`config.mk`:
```
export PLATFORM = sky130hd
export DESIGN_NAME = hilo_muldiv
export DESIGN_NICKNAME = d
export VERILOG_FILES = /design/src/rtl/muldiv_pkg.sv /design/src/rtl/div_step.sv /design/src/rtl/hilo_muldiv.sv
export SDC_FILE = /design/constraint.sdc
export NUM_CORES = 2
export LEC_CHECK = 0
export BUFFER_PORTS_ARGS = -buffer_cell sky130_fd_sc_hd__buf_2
export CAP_MARGIN = 10
export CORE_MARGIN = 1
export CORE_UTILIZATION = 45
export CTS_BUF_LIST = sky130_fd_sc_hd__clkbuf_16
export DETAILED_ROUTE_END_ITERATION = 10
export PLACE_DENSITY_LB_ADDON = 0.3
export SYNTH_ARGS = -nofsm -noshare
export SYNTH_HDL_FRONTEND = slang
export SYNTH_HIERARCHICAL = 1
export SYNTH_SLANG_ARGS = --single-unit
```
`constraint.sdc`:
```
create_clock -name clk -period 20 [get_ports clk]
set_input_delay 2 -clock clk [delete_from_list [all_inputs] [get_ports clk]]
set_output_delay 2 -clock clk [all_outputs]
set_load 0.01 [all_outputs]
```
`src/rtl/muldiv_pkg.sv`:
```
// muldiv_pkg: op encodings, FSM states and iteration count shared by the HI/LO multiply/divide unit.
package muldiv_pkg;
    localparam logic [1:0] OP_MULT  = 2'b00;
    localparam logic [1:0] OP_MULTU = 2'b01;
    localparam logic [1:0] OP_DIV   = 2'b10;
    localparam logic [1:0] OP_DIVU  = 2'b11;
    localparam int ITER_COUNT = 32;
    typedef enum logic [2:0] {
        ST_IDLE,
        ST_MUL_ITER,
        ST_DIV_ITER,
        ST_SIGN_FIX,
        ST_DONE
    } state_t;
endpackage

```
`src/rtl/div_step.sv`:
```
// div_step: one restoring radix-2 division step on {rem, quo}.
module div_step (
    input  logic [31:0] rem,
    input  logic [31:0] quo,
    input  logic [31:0] divisor,
    output logic [31:0] rem_next,
    output logic [31:0] quo_next
);
    logic [32:0] sh;
    logic [32:0] diff;
    logic        ge;
    assign sh       = {rem, quo[31]};
    assign diff     = sh - {1'b0, divisor};
    assign ge       = sh >= {1'b0, divisor};
    assign rem_next = ge ? diff[31:0] : sh[31:0];
    assign quo_next = {quo[30:0], ge};
endmodule

```
`src/rtl/hilo_muldiv.sv`:
```
// hilo_muldiv: multi-cycle MULT/MULTU/DIV/DIVU unit driving the HI/LO write port.
// Define MULDIV_ITER_MUL_EN for a 32-cycle shift-add multiply instead of a single-cycle multiplier.
module hilo_muldiv
    import muldiv_pkg::*;
(
    input  logic        clk,
    input  logic        rst,
    input  logic        start,
    input  logic [1:0]  op,
    input  logic [31:0] src_a,
    input  logic [31:0] src_b,
    input  logic        cancel,
    output logic        busy,
    output logic        hl_write_enable,
    output logic [63:0] hl_data
);
    state_t      state;
    logic [31:0] rem, quo, dvs;
    logic [31:0] rem_nx, quo_nx;
    logic [31:0] a_mag, b_mag;
    logic [63:0] prod, mul_res, div_res;
    logic [5:0]  cnt;
    logic        div_op, neg_res, neg_rem, div_zero;
    logic        is_div, sgn, accept, last;

    assign is_div = (op == OP_DIV) || (op == OP_DIVU);
    assign sgn    = (op == OP_MULT) || (op == OP_DIV);
    assign a_mag  = (sgn && src_a[31]) ? -src_a : src_a;
    assign b_mag  = (sgn && src_b[31]) ? -src_b : src_b;
    assign accept = start && !cancel && (state == ST_IDLE || state == ST_DONE);
    assign last   = cnt == 6'(ITER_COUNT - 1);
    assign hl_write_enable = (state == ST_DONE) && !cancel;

    div_step u_div_step (
        .rem      (rem),
        .quo      (quo),
        .divisor  (dvs),
        .rem_next (rem_nx),
        .quo_next (quo_nx)
    );

`ifdef MULDIV_ITER_MUL_EN
    // Accumulator lives in {rem, quo}; multiplier bits shift out of quo as product bits shift in.
    logic [32:0] mul_sum;
    assign mul_sum = {1'b0, rem} + (quo[0] ? {1'b0, dvs} : 33'd0);
    assign prod    = {rem, quo};
`else
    assign prod    = {32'd0, dvs} * {32'd0, quo};
`endif

    // Divide by zero leaves rem = |a|, so the remainder fix restores the raw dividend.
    assign mul_res = neg_res ? -prod : prod;
    assign div_res = {neg_rem ? -rem : rem, div_zero ? 32'hFFFF_FFFF : (neg_res ? -quo : quo)};

    always_ff @(posedge clk) begin
        if (!rst) begin
            state    <= ST_IDLE;
            busy     <= 1'b0;
            hl_data  <= 64'd0;
            rem      <= 32'd0;
            quo      <= 32'd0;
            dvs      <= 32'd0;
            cnt      <= 6'd0;
            div_op   <= 1'b0;
            neg_res  <= 1'b0;
            neg_rem  <= 1'b0;
            div_zero <= 1'b0;
        end else if (cancel && state != ST_IDLE) begin
            state <= ST_IDLE;
            busy  <= 1'b0;
        end else if (accept) begin
`ifdef MULDIV_ITER_MUL_EN
            state    <= is_div ? ST_DIV_ITER : ST_MUL_ITER;
`else
            state    <= is_div ? ST_DIV_ITER : ST_SIGN_FIX;
`endif
            busy     <= 1'b1;
            cnt      <= 6'd0;
            rem      <= 32'd0;
            quo      <= is_div ? a_mag : b_mag;
            dvs      <= is_div ? b_mag : a_mag;
            div_op   <= is_div;
            neg_res  <= sgn && (src_a[31] ^ src_b[31]);
            neg_rem  <= sgn && src_a[31];
            div_zero <= is_div && (src_b == 32'd0);
        end else begin
            case (state)
                ST_DIV_ITER: begin
                    rem   <= rem_nx;
                    quo   <= quo_nx;
                    cnt   <= cnt + 6'd1;
                    state <= last ? ST_SIGN_FIX : ST_DIV_ITER;
                end
`ifdef MULDIV_ITER_MUL_EN
                ST_MUL_ITER: begin
                    rem   <= mul_sum[32:1];
                    quo   <= {mul_sum[0], quo[31:1]};
                    cnt   <= cnt + 6'd1;
                    state <= last ? ST_SIGN_FIX : ST_MUL_ITER;
                end
`endif
                ST_SIGN_FIX: begin
                    hl_data <= div_op ? div_res : mul_res;
                    busy    <= 1'b0;
                    state   <= ST_DONE;
                end
                default: state <= ST_IDLE;
            endcase
        end
    end
endmodule

```
==> metrics.cfg <==
[sta]
setup_viol=0
finalClockSkew_ns=0.02281
rsz0062_at_grt=no
slew-limit-headroom_pct=18.73
hold_viol=0
tightest_slew_ns=1.206
drv_slew=0
fin_setup_tns_ns=0
setup_ws_ns=9.805
fin_crit_sh_pct=50.97
timing.fmax_mhz=98.09
min_period_ns=10.19

[synthesis]
synth_cell_types=100
ys.flop_type=dfxtp_1
ys_seq_area_share_pct=7.178
avgSynthCellArea_um2=8.326
async_flop_share_pct=0
synthesis.instances=5829
syn_nets=7097
synth_seq_cells=174
yosysWarningCount=6
synth-edff-count=0
synth_area_um2=48530

[critical_path]
rrSetupSlack_ns=9.81
crit_type=flop to flop
r2r_start=quo[28]$_SDFFE_PN0P_
worstPathRequired_ns=20.43
worstReg2RegEnd=hl_data[61]$_SDFFE_PN0P_
cp_common_cell=fa_1
cpPeakStageDelay_ns=0.96
cp-startpoint=quo[28]$_SDFFE_PN0P_
rr_worst_depth=24
critPathLaunchType=flop
path_cells=buf_4, nand2_1, fa_1, inv_1, fa_1, fa_1, fa_1, fa_1, fa_1, fa_1, fa_1, ha_1, nand2_1, nor4_1, nand2_1, nor2_1, a221oi_2, xnor2_1, nor3b_2, nand4b_1, nor4_1, and3_1, mux2_2, a21oi_1
cpMaxStageDelayCell=nor4_1
endpoint_kind=flop
crit_arrival_ns=10.63
crit_fanout=21

[grt]
grt_max_degree=92
overflow=0
grt_pass1_vias=41361
antenna_found_initial=4
grt_pass1_wl_mm=242.6
grtUsageTotal_pct=28.98

[cts]
root_buffer=clkbuf_16
clk_pin_slew_ns=0.09
cts_buffer_depth=2
ctsResizeCount=0
clk_latency_ns=0.52
numCtsBuffers=17
htreeDepth=4
post-cts-setup-buffer-count=0
hold_buffers=0
cts_tree=yes
cts_num_sinks=174

[die]
fp.dieW_um=330.4
initial_utilization_pct=45.33
ios=136
die-area_um2=109200
rows=120
core-area_um2=107100
die_height_um=330.4

[job]
maxCapViolations=0

[routing]
wire_per_inst_um=21.79
totalWireLength_mm=154.0
route.vias.total=39784
drc_errors=0
drtPass1Iterations=6
viasPerCell=5.629
first_iter_violations=2809
ant_nets=0

[placement]
port_buffers=135
dp_slack_ns=9.968
dp.cells=7034
gp_congestion=0.9579
dp_hpwl_mm=120.4

[min_path]
min_to=hl_data[30]$_SDFFE_PN0P_
hold_start=hl_data[30]$_SDFFE_PN0P_
holdPathStages=2
hp-class=flop to flop

[power_and_ir_drop]
p_leak_nw=23.96
power_density_nw_per_um2=38.45
p_total_w=0.001942
ir_worst_vdd_mv=0.06610

[cells_and_area]
layoutNonFillerInstCount=7068
nFillCells=10444
layout-drive-gt1-share_pct=6.057
area_growth_syn_to_layout_pct=4.074
final_nets=6918

[run_status]
outcome=finished clean

-- stage by stage --
stage | cell area [um2] | utilization [%] | hold slack, ns
after floorplan | 48530 | - | 0.4498
after global placement | 49870 | 46.59 | 0.4391
after detailed placement | 49880 | 46.59 | 0.4442
after CTS | 50500 | 47.18 | 0.4555
after global routing | 50500 | 47.18 | 0.4733
final | 50510 | 47.18 | 0.4560
-- registers in the layout (all words and copies together) (netlist names) --
name and count:
rem 32, neg_rem 1, cnt 6, quo 32
state 3, hl_data 64, busy 1, div_zero 1
dvs 32, neg_res 1, div_op 1
-- per-layer routing --
metal	global-route usage, %	vias up	share of wire [%]
li1	-	17933	-
met1	37.94	20213	42
met2	47.92	1374	47
met3	3.695	260	6.2
met4	13.07	4	5.0
met5	0	-	0.018
-- critical path: cells and delay by family (launching register included) --
kind | cells | cell delay [ns]
flops | 1 | 0.92
mux | 1 | 0.33
xor+xnor | 1 | 0.26
fa+ha+maj | 9 | 4.61
compound gates | 2 | 0.20
simple gates | 9 | 3.27
buf+inv | 2 | 0.48
-- logic make-up (layout without fill, tap and decap cells) --
logic type	count (synthesis)	in the layout	share of synthesized area (%)
AND/OR/NAND/NOR	1992	1992	20.36
buffers and inverters	1339	1173	10.73
adder cells (fa/ha/maj)	1198	1198	44.76
AO/OA/AOI/OAI	817	817	11.07
XOR/XNOR	242	242	4.367
flip-flops	174	174	7.178
multiplexers	67	67	1.531
other	0	2	0
-- cell type report --
| cell class | count | area (um2) | share of cell area, % |
|---|---|---|---|
| timing repair buffer | 221 | 1321 | 2.616 |
| inverter | 920 | 3455 | 6.840 |
| sequential | 174 | 3488 | 6.907 |
| multi-input combinational | 4316 | 39860 | 78.92 |
| clock inverter | 15 | 197.7 | 0.3914 |
| clock buffer | 17 | 425.4 | 0.8423 |
| antenna | 2 | 5.005 | 0.009909 |
| tap | 1403 | 1755 | 3.476 |
-- cells in the final DEF, fill, tap and decap left out, types with 24 or more instances in the layout --
cell type  instances
a21o_1            39
a21oi_1          268
a311oi_1          28
a31oi_1           24
and2_1           614
buf_2            135
buf_4             86
dfxtp_1          170
fa_1             897
ha_1             301
inv_1            917
mux2i_1           36
nand2_1          813
nand2b_1          27
nand3_1           45
nand4_1           51
nor2_1           230
nor3_1            42
nor4_1            34
o211ai_1          26
o21ai_0          153
o221ai_1          40
o31ai_1           50
or3_1             25
xnor2_1          135
xor2_1           107
-- worst max path at each step --
stage	endpoint	slack, ns	cells past startpoint
6_report	hl_data[61]$_SDFFE_PN0P_	9.81	24
5_1_grt	hl_data[61]$_SDFFE_PN0P_	9.41	24
4_1_cts	hl_data[61]$_SDFFE_PN0P_	9.88	24
3_5_place_dp	hl_data[61]$_SDFFE_PN0P_	9.97	24
3_3_place_gp	hl_data[61]$_SDFFE_PN0P_	9.94	24
2_1_floorplan	hl_data[55]$_SDFFE_PN0P_	11.51	28
-- synth_stat cells, types with 25 or more instances --
cell type / number / area, um2
inv_1: 918 / 3446
mux2i_1: 36 / 360.4
nor2_1: 232 / 870.8
xor2_1: 107 / 937.2
o211ai_1: 26 / 195.2
dfxtp_1: 174 / 3483
o31ai_1: 50 / 375.4
xnor2_1: 135 / 1182
o21ai_0: 153 / 765.7
nor3_1: 42 / 210.2
nand4_1: 51 / 319.1
a21o_1: 39 / 292.8
nand2_1: 814 / 3055
a311oi_1: 28 / 245.2
buf_4: 32 / 240.2
nand2b_1: 27 / 168.9
nor4_1: 34 / 212.7
clkbuf_1: 344 / 1291
ha_1: 301 / 3766
and2_1: 614 / 3841
o221ai_1: 40 / 350.3
nand3_1: 45 / 225.2
or3_1: 25 / 156.4
a21oi_1: 268 / 1341
fa_1: 897 / 17960
-- where the power goes --
group / total [W] / switching, W / internal [W] / leakage, nW
Combinational: 0.00119 / 0.000780 / 0.000410 / 22.3
Clock: 0.000378 / 0.000205 / 0.000173 / 0.298
Sequential: 0.000375 / 0.0000176 / 0.000357 / 1.41
Note: power is estimated with default switching activity, not from simulation.
